$ cat src/rtl/mem_arbiter.sv
// Shares NUM_CHANNELS memory read/write channels among NUM_CONSUMERS load/store units.
// Each channel claims one consumer in round-robin order, runs a single memory transaction, and relays the result back.
module mem_arbiter #(
    parameter int NUM_CONSUMERS = 4,
    parameter int NUM_CHANNELS  = 2,
    parameter int ADDR_BITS     = 8,
    parameter int DATA_BITS     = 16
) (
    input  logic                                clk,
    input  logic                                reset,
    input  logic [NUM_CONSUMERS-1:0]            consumer_read_valid,
    input  logic [NUM_CONSUMERS*ADDR_BITS-1:0]  consumer_read_address,
    output logic [NUM_CONSUMERS-1:0]            consumer_read_ready,
    output logic [NUM_CONSUMERS*DATA_BITS-1:0]  consumer_read_data,
    input  logic [NUM_CONSUMERS-1:0]            consumer_write_valid,
    input  logic [NUM_CONSUMERS*ADDR_BITS-1:0]  consumer_write_address,
    input  logic [NUM_CONSUMERS*DATA_BITS-1:0]  consumer_write_data,
    output logic [NUM_CONSUMERS-1:0]            consumer_write_ready,
    output logic [NUM_CHANNELS-1:0]             mem_read_valid,
    output logic [NUM_CHANNELS*ADDR_BITS-1:0]   mem_read_address,
    input  logic [NUM_CHANNELS-1:0]             mem_read_ready,
    input  logic [NUM_CHANNELS*DATA_BITS-1:0]   mem_read_data,
    output logic [NUM_CHANNELS-1:0]             mem_write_valid,
    output logic [NUM_CHANNELS*ADDR_BITS-1:0]   mem_write_address,
    output logic [NUM_CHANNELS*DATA_BITS-1:0]   mem_write_data,
    input  logic [NUM_CHANNELS-1:0]             mem_write_ready
);

    localparam int PTR_W = (NUM_CONSUMERS > 1) ? $clog2(NUM_CONSUMERS) : 1;

    // Handshake: a consumer holds valid until it sees ready; ready stays high until valid drops.
    typedef enum logic [1:0] {IDLE, READ_WAIT, WRITE_WAIT, RELAY} state_t;

    state_t                 state_q    [NUM_CHANNELS];
    state_t                 state_d    [NUM_CHANNELS];
    logic [PTR_W-1:0]       owner_q    [NUM_CHANNELS];
    logic [PTR_W-1:0]       claim_idx  [NUM_CHANNELS];
    logic [NUM_CHANNELS-1:0] op_read_q;
    logic [NUM_CHANNELS-1:0] claim;
    logic [NUM_CHANNELS-1:0] claim_read;
    logic [NUM_CHANNELS-1:0] release_ch;
    logic [PTR_W-1:0]       rr_ptr_q;
    logic [PTR_W-1:0]       rr_ptr_d;

    logic [ADDR_BITS-1:0]   c_raddr    [NUM_CONSUMERS];
    logic [ADDR_BITS-1:0]   c_waddr    [NUM_CONSUMERS];
    logic [DATA_BITS-1:0]   c_wdata    [NUM_CONSUMERS];
    logic [DATA_BITS-1:0]   crd_q      [NUM_CONSUMERS];
    logic [DATA_BITS-1:0]   m_rdata    [NUM_CHANNELS];
    logic [ADDR_BITS-1:0]   mra_q      [NUM_CHANNELS];
    logic [ADDR_BITS-1:0]   mwa_q      [NUM_CHANNELS];
    logic [DATA_BITS-1:0]   mwd_q      [NUM_CHANNELS];

    for (genvar i = 0; i < NUM_CONSUMERS; i++) begin : g_cons
        assign c_raddr[i] = consumer_read_address[i*ADDR_BITS +: ADDR_BITS];
        assign c_waddr[i] = consumer_write_address[i*ADDR_BITS +: ADDR_BITS];
        assign c_wdata[i] = consumer_write_data[i*DATA_BITS +: DATA_BITS];
        assign consumer_read_data[i*DATA_BITS +: DATA_BITS] = crd_q[i];
    end

    for (genvar h = 0; h < NUM_CHANNELS; h++) begin : g_chan
        assign m_rdata[h] = mem_read_data[h*DATA_BITS +: DATA_BITS];
        assign mem_read_address[h*ADDR_BITS +: ADDR_BITS]  = mra_q[h];
        assign mem_write_address[h*ADDR_BITS +: ADDR_BITS] = mwa_q[h];
        assign mem_write_data[h*DATA_BITS +: DATA_BITS]    = mwd_q[h];
    end

    always_comb begin : claim_comb
        logic [NUM_CONSUMERS-1:0] taken;
        logic [PTR_W:0]           sum;
        logic [PTR_W-1:0]         idx;
        logic [PTR_W-1:0]         top_idx;
        logic                     any_claim;
        taken      = '0;
        sum        = '0;
        idx        = '0;
        top_idx    = '0;
        any_claim  = 1'b0;
        claim      = '0;
        claim_read = '0;
        release_ch = '0;
        for (int ch = 0; ch < NUM_CHANNELS; ch++) begin
            claim_idx[ch] = '0;
            state_d[ch]   = state_q[ch];
            if (state_q[ch] != IDLE) taken[owner_q[ch]] = 1'b1;
        end
        // Lower channels pick first; each claim is marked taken so later channels skip it.
        for (int ch = 0; ch < NUM_CHANNELS; ch++) begin
            if (state_q[ch] == IDLE) begin
                for (int k = 0; k < NUM_CONSUMERS; k++) begin
                    sum = {1'b0, rr_ptr_q} + (PTR_W+1)'(k);
                    if (sum >= (PTR_W+1)'(NUM_CONSUMERS)) sum = sum - (PTR_W+1)'(NUM_CONSUMERS);
                    idx = sum[PTR_W-1:0];
                    if (!claim[ch] && !taken[idx] &&
                        (consumer_read_valid[idx] || consumer_write_valid[idx])) begin
                        claim[ch]      = 1'b1;
                        claim_read[ch] = consumer_read_valid[idx];
                        claim_idx[ch]  = idx;
                        taken[idx]     = 1'b1;
                        if (!any_claim || idx > top_idx) top_idx = idx;
                        any_claim = 1'b1;
                    end
                end
            end
        end
        for (int ch = 0; ch < NUM_CHANNELS; ch++) begin
            case (state_q[ch])
                IDLE:       if (claim[ch]) state_d[ch] = claim_read[ch] ? READ_WAIT : WRITE_WAIT;
                READ_WAIT:  if (mem_read_ready[ch]) state_d[ch] = RELAY;
                WRITE_WAIT: if (mem_write_ready[ch]) state_d[ch] = RELAY;
                RELAY: begin
                    release_ch[ch] = op_read_q[ch] ? !consumer_read_valid[owner_q[ch]]
                                                   : !consumer_write_valid[owner_q[ch]];
                    if (release_ch[ch]) state_d[ch] = IDLE;
                end
                default:    state_d[ch] = IDLE;
            endcase
        end
        rr_ptr_d = rr_ptr_q;
        if (any_claim) rr_ptr_d = (top_idx == PTR_W'(NUM_CONSUMERS-1)) ? '0 : top_idx + 1'b1;
    end

    always_ff @(posedge clk or posedge reset) begin
        if (reset) begin
            for (int ch = 0; ch < NUM_CHANNELS; ch++) state_q[ch] <= IDLE;
            rr_ptr_q <= '0;
        end else begin
            for (int ch = 0; ch < NUM_CHANNELS; ch++) state_q[ch] <= state_d[ch];
            rr_ptr_q <= rr_ptr_d;
        end
    end

    always_ff @(posedge clk or posedge reset) begin
        if (reset) begin
            mem_read_valid       <= '0;
            mem_write_valid      <= '0;
            consumer_read_ready  <= '0;
            consumer_write_ready <= '0;
            op_read_q            <= '0;
            for (int ch = 0; ch < NUM_CHANNELS; ch++) begin
                owner_q[ch] <= '0;
                mra_q[ch]   <= '0;
                mwa_q[ch]   <= '0;
                mwd_q[ch]   <= '0;
            end
            for (int c = 0; c < NUM_CONSUMERS; c++) crd_q[c] <= '0;
        end else begin
            for (int ch = 0; ch < NUM_CHANNELS; ch++) begin
                case (state_q[ch])
                    IDLE: begin
                        if (claim[ch]) begin
                            owner_q[ch]   <= claim_idx[ch];
                            op_read_q[ch] <= claim_read[ch];
                            if (claim_read[ch]) begin
                                mem_read_valid[ch] <= 1'b1;
                                mra_q[ch]          <= c_raddr[claim_idx[ch]];
                            end else begin
                                mem_write_valid[ch] <= 1'b1;
                                mwa_q[ch]           <= c_waddr[claim_idx[ch]];
                                mwd_q[ch]           <= c_wdata[claim_idx[ch]];
                            end
                        end
                    end
                    READ_WAIT: begin
                        if (mem_read_ready[ch]) begin
                            mem_read_valid[ch]           <= 1'b0;
                            consumer_read_ready[owner_q[ch]] <= 1'b1;
                            crd_q[owner_q[ch]]           <= m_rdata[ch];
                        end
                    end
                    WRITE_WAIT: begin
                        if (mem_write_ready[ch]) begin
                            mem_write_valid[ch]               <= 1'b0;
                            consumer_write_ready[owner_q[ch]] <= 1'b1;
                        end
                    end
                    RELAY: begin
                        // Read data stays in crd_q after ready drops.
                        if (release_ch[ch]) begin
                            if (op_read_q[ch]) consumer_read_ready[owner_q[ch]]  <= 1'b0;
                            else               consumer_write_ready[owner_q[ch]] <= 1'b0;
                        end
                    end
                    default: ;
                endcase
            end
        end
    end

endmodule

$ cat config.mk
export PLATFORM = sky130hd
export DESIGN_NAME = mem_arbiter
export DESIGN_NICKNAME = d
export VERILOG_FILES = /design/src/rtl/mem_arbiter.sv
export SDC_FILE = /design/constraint.sdc
export NUM_CORES = 1
export LEC_CHECK = 0
export ABC_AREA = 1
export CAP_MARGIN = 15
export CORE_MARGIN = 5
export CORE_UTILIZATION = 35
export DETAILED_ROUTE_END_ITERATION = 8
export SYNTH_ARGS = -nofsm -noshare
export SYNTH_HDL_FRONTEND = slang
export SYNTH_SLANG_ARGS = --single-unit
export TNS_END_PERCENT = 1
$ cat constraint.sdc
create_clock -name clk -period 15.7 [get_ports clk]
set_input_delay 3.925 -clock clk [delete_from_list [all_inputs] [get_ports clk]]
set_output_delay 3.925 -clock clk [all_outputs]
set_load 0.05 [all_outputs]
# Word level (Yosys, flattened, before mapping)
# Cells that the tools add are included.
[totals]
reg_bits = 152
output_inout_bits = 140
input_bits = 174
word_cells = 437
[op_classes]
n_eq_ne = 19
magnitude_cmp = 36
n_bitwise = 24
n_mux = 245
reduce_logical = 82
addsub = 8
[ops]
columns = ["op", "count"]
rows = [
  ["64-bit two-way mux", 4],
  ["64-bit bitwise mux", 2],
  ["4-bit two-way mux", 28],
  ["2-bit two-way mux", 55],
  ["16-bit two-way mux", 6],
  ["1-bit two-way mux", 87],
  ["16-bit binary-select mux with 2-bit select", 2],
  ["8-bit binary-select mux with 2-bit select", 4],
  ["16-bit demux with 2-bit select", 2],
  ["8-bit two-way mux", 8],
  ["1-bit binary-select mux with 2-bit select", 28],
  ["4-bit bitwise OR", 12],
  ["4-bit one-hot mux with 2 select lines", 4],
  ["2-bit by 3-bit less-than comparator with 1-bit output (second input constant)", 10],
  ["1-bit logical AND", 25],
  ["2-bit inequality test (second input constant)", 12],
  ["4-bit AND reduction", 6],
  ["1-bit zero test", 22],
  ["3-bit greater-or-equal comparator (second input constant)", 7],
  ["1-bit demux with 2-bit select", 9],
  ["2-bit by 1-bit greater-or-equal comparator with 1-bit output (second input constant)", 9],
  ["4-bit bitwise AND", 4],
  ["2-bit one-hot mux with 4 select lines", 2],
  ["1-bit logical OR", 15],
  ["17 further kinds", 51],
]

# Depth between registers and ports, before layout
# Gate-level depths: netlist of the first run.
[logic_depth]
ltp_word = 65
ltp_mapped = 61
mapped_depth_nobuf = 57

# Worst setup path after synthesis of the first run
# OpenSTA, ideal clock, no wires.
[synth_timing]
kind = "input-to-reg"
start = "input consumer_read_valid[3]"
end = "register rr_ptr_q[1]"
t_arrival_ns = 10.054
required_time_ns = 15.575
slack_ns = 5.521
path_buffers = 3
setup_ns = 0.125
stages = 57
path_cell_list = "nand2_1 -> nand3_1 -> nand2_1 -> nand3_2 -> buf_6 -> nand4_1 -> nand3_1 -> nand3_2 -> nand4_1 -> nand3_1 -> nand3_2 -> nand3_4 -> inv_2 -> nand2_1 -> nand3_1 -> nand3_2 -> nand3_2 -> inv_1 -> [21 not listed] -> a2bb2oi_1 -> o21bai_1 -> inv_1 -> nor2_1 -> nor2_1 -> a21oi_1 -> ha_1 -> inv_1 -> nor2_1 -> a2bb2oi_1 -> a31oi_1 -> nand2_1 -> o21ai_0 -> nand2_1 -> nand3_1 -> nand2_1 -> nand2_1 -> nand3_1"
[synth_via]
elab_chain_cells = 56
elab_cells_between_ends = 151
classes_between = "add/sub: 1; order compare: 7; eq/ne: 1; mux: 90; bitwise: 6; reduce/logical: 46"
[synth_lines]
columns = ["item", "line", "rtl"]
rows = [
  ["start, declared", "11", "input logic [NUM_CONSUMERS-1:0] consumer_read_valid,"],
  ["1-bit binary-select mux with 2-bit select", "95", "(consumer_read_valid[idx] || consumer_write_valid[idx])) begin"],
  ["1-bit two-way mux (not written as such)", "95", ""],
  ["1-bit logical OR", "95", ""],
  ["1-bit logical AND", "94", "if (!claim[ch] && !taken[idx] &&"],
  ["4-bit two-way mux", "94", ""],
  ["4-bit two-way mux", "89", "if (state_q[ch] == IDLE) begin"],
  ["1-bit binary-select mux with 2-bit select", "94", ""],
  ["1-bit two-way mux (not written as such)", "94", ""],
  ["[39 not listed]", "n/a", ""],
  ["1-bit binary-select mux with 2-bit select", "94", ""],
  ["1-bit two-way mux (not written as such)", "94", ""],
  ["1-bit zero test", "94", ""],
  ["1-bit logical AND (2 in a row)", "94", ""],
  ["2-bit two-way mux", "94", ""],
  ["2-bit two-way mux", "89", ""],
  ["2-bit by 1-bit adder with 2-bit output / 2-bit == test (equally long branches)", "120", "if (any_claim) rr_ptr_d = (top_idx == PTR_W'(NUM_CONSUMERS-1)) ? '0 : top_idx + 1'b1;"],
  ["2-bit two-way mux", "120", ""],
  ["end signal, assigned", "129", "rr_ptr_q <= rr_ptr_d;"],
  ["end, declared", "42", "logic [PTR_W-1:0] rr_ptr_q;"],
]
# Several ways; a longest one is shown, not always the timed one. The select of a mux whose other input is x is not followed.
# A chain may end at the register's enable or synchronous reset.

# Worst setup path after layout of the first run
[layout_timing]
start = "input consumer_read_valid[1]"
end = "register rr_ptr_q[1]"
# The elaborated chain is that of the path after synthesis.

==> impl_metrics.py, run 1 <==
metrics = {
    "flow_run": {
        "maxCapViolCount": 0,
    },
    "placed_design": {
        "dp_hpwl_mm": 29.9,
        "gpl.final_weighted_congestion": 0.885,
        "buffer_ports.inserted": 313,
        "placed_cell_area_um2": 14100,
    },
    "layout": {
        "area_growth_syn_to_layout_pct": 36.4,
        "post_route_cells_drive_above_1_share": 0.0592,
        "final_area_um2": 14700,
        "layout.nets": 2020,
    },
    "outcome": {
        "outcome": "completed",
    },
    "die": {
        "dieHeight_um": 186,
        "num_io_pins": 314,
        "floorplan.die_area_um2": 34500,
        "rows": 64,
        "core_area_um2": 30500,
        "start_util": 0.354,
        "die_w_um": 186,
    },
    "synthesis": {
        "synth_edf_count": 0,
        "synth.cell_area_um2": 10800,
        "synthesized_instance_count": 1582,
        "syn-mean-instance-area_um2": 6.83,
        "yosysMostFrequentCell": "sky130_fd_sc_hd__nand2_1",
        "netlist_top_cells_count": "316 x sky130_fd_sc_hd__nand2_1, 211 x sky130_fd_sc_hd__inv_1, 155 x sky130_fd_sc_hd__o21ai_0",
        "ys.warnings.count": 0,
        "synth.net_count": 1775,
        "ys_ff_latch": 152,
        "synth.distinct_cells": 43,
        "synth_top_cells_by_area": "sky130_fd_sc_hd__dfrtp_1 35%, sky130_fd_sc_hd__nand2_1 11%, sky130_fd_sc_hd__inv_1 7.3%, sky130_fd_sc_hd__o21ai_0 7.2%, sky130_fd_sc_hd__nand4_1 5.3%",
        "synth.yosys.seq_area_share": 0.352,
        "post-synth-top-area-fraction": 0.352,
        "synthArstFlopShare": 1.00,
        "synth_largest_area_cell": "sky130_fd_sc_hd__dfrtp_1",
        "ys_dominant_reg_cell": "sky130_fd_sc_hd__dfrtp_1",
    },
    "route": {
        "m1_wire_length_mm": 17.6,
        "route.vias.total": 12100,
        "drc_errors": 0,
        "post_drt_via_cell_ratio": 5.40,
        "drt_wl_total_mm": 42.9,
        "wl_met3_mm": 2.74,
        "drt_pass1_iterations": 5,
        "initialDrtViolationCount": 957,
        "routed_met2_length_mm": 21.0,
        "antenna_left": 0,
        "detail_route.wl_per_cell_um": 19.1,
        "highest_layer": "met4",
    },
    "grt": {
        "grt_first_pass_wirelength_mm": 65.6,
        "grt_util_all_layers": 0.240,
        "first_global_vias": 11500,
        "grt_overflow_total": 0,
        "grt_max_degree": 91,
        "antenna_found_initial": 6,
    },
    "critical_path": {
        "reg2reg_setup_slack_ns": 6.16,
        "cpPeakStageDelay_ns": 0.55,
        "rr_endpoint": "rr_ptr_q[1]",
        "crit_top_cell": "sky130_fd_sc_hd__nor2_1",
        "critical-path-top-delay-family": "simple AND/OR/NAND/NOR gates",
        "setup.worst_path.class": "in -> reg",
        "critical_path.n_buffers_inverters": 9,
        "critPathArrivalTime_ns": 11.82,
        "worst_r2r_path_depth": 52,
        "cp_slowest_cell": "sky130_fd_sc_hd__buf_4",
        "required_arrival_time_at_the_worst_endpoint_ns": 16.01,
        "critical_path_depth": 56,
        "worstPathMaxFanout": 68,
        "r2r-start": "rr_ptr_q[1]",
        "critPathCaptureType": "flop",
        "worstSetupStartpointType": "primary input",
    },
    "min_path": {
        "hold_depth": 2,
        "min_to": "mem_write_address[13]",
        "worstHoldPathType": "reg -> reg",
        "hold_path.startpoint": "mem_write_address[13]",
    },
    "sta": {
        "setup_viol": 0,
        "share_of_the_cycle_needed_by_the_critical_path_after_routing": 0.733,
        "worst_margin_pin_slew_ns": 1.13,
        "max-slew-margin-rel": 0.245,
        "grt_setup_unrepaired": "no",
        "timing_max_transition_violations_final": 0,
        "max_freq_mhz": 86.9,
        "finClkSkew_ns": 0.0237,
        "finalHoldViolCount": 0,
        "tns_ns": 0,
        "fin_crit_ns": 11.51,
    },
    "clock_tree": {
        "cts-root-to-sink-buffers": 2,
        "number_of_sinks_driven_by_the_clock_tree": 152,
        "cts_made_buffers": 17,
        "cts_resized": 0,
        "clkLatencyLatePin_ns": 0.44,
        "cts_setup_buffers": 0,
        "cts_hold_repair.buffers": 0,
        "clk_transition_reported_paths_ns": 0.09,
        "cts.htree.levels": 4,
        "cts_tree": "done",
        "clockRootBuffer": "sky130_fd_sc_hd__clkbuf_16",
    },
}
==> state kept, by name, indices dropped and copies added (netlist names), 4 cells and up <==
name	cells
consumer_write_ready	4
owner_q	4
mem_write_data	32
mem_read_address	16
consumer_read_data	64
mem_write_address	16
state_q	4
consumer_read_ready	4
==> cells in the final DEF, fill, tap and decap left out, drive strengths merged, types with 19 or more instances in the layout <==
| cell | synthesis | final |
|---|---|---|
| nor3 | 20 | 20 |
| inv | 224 | 232 |
| nand4 | 92 | 92 |
| dfrtp | 152 | 152 |
| o21ai | 161 | 161 |
| nor2 | 139 | 139 |
| clkdlybuf4s50 | 0 | 313 |
| nand2 | 323 | 323 |
| ha | 19 | 19 |
| a21oi | 76 | 76 |
| nand3 | 134 | 134 |
| a31oi | 36 | 36 |
| o22ai | 71 | 71 |
==> metrics by stage <==
step	cells	utilization	hold WS, ns	setup WS (ns)
after floorplan	1582	-	0.472	5.52
after global placement	2203	0.461	0.461	4.12
after detailed placement	2203	0.461	0.464	3.86
after CTS	2235	0.482	0.485	4.28
after global routing	2242	0.483	0.504	3.14
final	2243	0.483	0.483	4.19
==> logic make-up (layout without fill, tap and decap cells) <==
family | after synthesis | in the layout | share of synthesized area
AND/OR/NAND/NOR | 712 | 712 | 0.309
flip-flops | 152 | 152 | 0.352
multiplexers | 1 | 1 | 0.000926
other | 0 | 7 | 0
buffers and inverters | 328 | 586 | 0.125
AO/OA/AOI/OAI | 370 | 370 | 0.191
adder cells (fa/ha/maj) | 19 | 19 | 0.0220
==> final cells by class <==
cell class	count	area, um^2
clock buffer	17	425
clock inverter	15	214
inverter	227	862
multi-input combinational	1102	5680
timing repair buffer	327	3250
antenna	7	17.5
fill	3113	15800
sequential	152	3800
tap	396	495
==> worst max-delay path by stage <==
| stage | start | end | slack, ns |
|---|---|---|---|
| 5_1_grt | consumer_read_valid[2] | rr_ptr_q[1] | 3.14 |
| 6_report | consumer_read_valid[1] | rr_ptr_q[1] | 4.19 |
| 3_3_place_gp | consumer_read_valid[2] | rr_ptr_q[1] | 4.12 |
| 2_1_floorplan | consumer_read_valid[3] | rr_ptr_q[1] | 5.52 |
| 3_5_place_dp | consumer_read_valid[2] | rr_ptr_q[1] | 3.86 |
| 4_1_cts | consumer_read_valid[2] | rr_ptr_q[1] | 4.28 |
==> tightest hold or removal path, cell delays in order (launching register included) <==
cell and delay, ns:
sky130_fd_sc_hd__dfrtp_1 0.35, sky130_fd_sc_hd__nand2_1 0.05, sky130_fd_sc_hd__nand2_1 0.05
==> metal layers <==
metal	up-vias	track usage
li1	5826	-
met1	5744	0.314
met2	467	0.390
met3	83	0.0479
met4	0	0.0941
met5	-	0
Power of run 1 is left out: the tool's default activity adds up to more than one toggle a clock period on the data nets, which glitch-free logic cannot reach.
==> run 2: changes to the inputs <==
- clock period: 15.7 -> 11.95 ns (I/O delays scaled with it)
==> run 2 against run 1 <==
Effect of this change: count of clock-buffer cells in the layout did not move; cell count barely moved; clock skew barely moved; flip-flop and latch count did not move; die area did not move; utilization barely moved; global-route usage fell by 0.096 points; critical path type unchanged; highest routed layer is now met5.
==> impl_metrics.py, run 2 (synthesized netlist as in run 1, its figures left out) <==
metrics = {
    "layout": {
        "utilization": 0.483,
        "layout.nets": 2022,
        "final_common_cell": "sky130_fd_sc_hd__nand2_1",
        "post_route_cells_drive_above_1_share": 0.0603,
        "area_growth_syn_to_layout_pct": 36.4,
        "top_library_cells_by_usage_in_the_layout_fill_and_taps_aside": "315 x sky130_fd_sc_hd__nand2_1, 313 x sky130_fd_sc_hd__clkdlybuf4s50_1, 209 x sky130_fd_sc_hd__inv_1",
        "fillcell_total": 3074,
        "largest_reg_flops": 64,
    },
    "critical_path": {
        "required_arrival_time_at_the_worst_endpoint_ns": 12.26,
        "critPathArrivalTime_ns": 10.25,
        "worst_r2r_path_depth": 47,
        "critical_path.startpoint": "consumer_read_valid[1]",
        "r2r-start": "rr_ptr_q[1]",
        "cpPeakStageDelay_ns": 0.57,
        "critPathCaptureType": "flop",
        "crit_top_cell": "sky130_fd_sc_hd__nand2_1",
        "worstSetupStartpointType": "primary input",
        "cp_slowest_cell": "sky130_fd_sc_hd__buf_4",
        "worstPathMaxFanout": 67,
        "setup.worst_path.class": "in -> reg",
    },
    "route": {
        "post_drt_via_cell_ratio": 5.37,
        "route.vias.total": 12000,
        "drc_errors": 0,
        "drt_pass1_iterations": 7,
        "initialDrtViolationCount": 920,
        "antenna_left": 0,
        "detail_route.wl_per_cell_um": 19.0,
        "drt_wl_total_mm": 42.7,
    },
    "clock_tree": {
        "cts.htree.levels": 4,
        "clockRootBuffer": "sky130_fd_sc_hd__clkbuf_16",
        "clk_transition_reported_paths_ns": 0.07,
        "cts_tree": "done",
        "cts_setup_buffers": 0,
        "cts-root-to-sink-buffers": 2,
        "cts_made_buffers": 17,
        "clkLatencyLatePin_ns": 0.44,
        "number_of_sinks_driven_by_the_clock_tree": 152,
        "cts_hold_repair.buffers": 0,
        "cts_resized": 0,
    },
    "sta": {
        "share_of_the_cycle_needed_by_the_critical_path_after_routing": 0.832,
        "timing_max_transition_violations_final": 0,
        "fin_crit_ns": 9.94,
        "setup_ws_ns": 2.01,
        "max_freq_mhz": 101,
        "grt_setup_unrepaired": "no",
        "finClkSkew_ns": 0.0238,
        "finalHoldViolCount": 0,
        "setup_viol": 0,
        "tns_ns": 0,
        "worst_margin_pin_slew_ns": 1.12,
        "max-slew-margin-rel": 0.249,
        "hold_ws_ns": 0.484,
    },
    "die": {
        "core_area_um2": 30500,
        "rows": 64,
        "dieHeight_um": 186,
        "die_w_um": 186,
        "start_util": 0.354,
        "num_io_pins": 314,
        "floorplan.die_area_um2": 34500,
    },
    "grt": {
        "grt_overflow_total": 0,
        "antenna_found_initial": 5,
        "grt_util_all_layers": 0.239,
        "grt_first_pass_wirelength_mm": 65.5,
        "grt_max_degree": 98,
        "first_global_vias": 11500,
    },
    "min_path": {
        "hold_path.startpoint": "mem_write_data[18]",
        "worstHoldPathType": "reg -> reg",
        "hold_depth": 2,
    },
    "outcome": {
        "outcome": "completed",
    },
    "placed_design": {
        "dp_slack_ns": 1.68,
        "dp_hpwl_mm": 29.8,
        "buffer_ports.inserted": 313,
        "gpl.final_weighted_congestion": 0.904,
    },
    "flow_run": {
        "maxCapViolCount": 0,
    },
}
-- run 2: metrics by stage --
step	area, um^2	instances
2_1_floorplan	10800	1582
3_3_place_gp	14100	2204
3_5_place_dp	14100	2204
4_1_cts	14700	2236
5_1_grt	14700	2242
6_report	14700	2244
-- run 2: final timing paths --
| check | endpoint | slack, ns |
|---|---|---|
| worst max-delay path | rr_ptr_q[1] | 2.01 |
| worst min-delay path | mem_write_data[18] | 0.48 |
| worst max register to register | rr_ptr_q[1] | 3.49 |
| worst min register to register | mem_write_data[18] | 0.48 |
| max in group asynchronous | mem_write_data[29] | 7.49 |
| min in group asynchronous | consumer_read_data[57] | 3.11 |
-- run 2: metal layers --
layer	share of wire	GRT usage	up-vias
li1	-	-	5831
met1	0.41	0.311	5696
met2	0.49	0.392	433
met3	0.062	0.0463	80
met4	0.033	0.0930	2
met5	0.00016	0	-
-- run 2: cell type report --
class,instances,area [um^2],share of cell area
Multi-Input combinational cell,1102,5680,0.385
Timing Repair Buffer,329,3270,0.222
Inverter,227,862,0.0585
Clock inverter,15,196,0.0133
Sequential cell,152,3800,0.258
Clock buffer,17,425,0.0289
Antenna cell,6,15.0,0.00102
Tap cell,396,495,0.0336
-- run 2: critical path: cells and delay by family --
family,cells,cell delay [ns]
AO/OA/AOI/OAI,11,1.79
AND/OR/NAND/NOR,28,3.26
adder cells (fa/ha/maj),3,0.68
buffers and inverters,8,1.53
Power of run 2 is left out for the same reason.
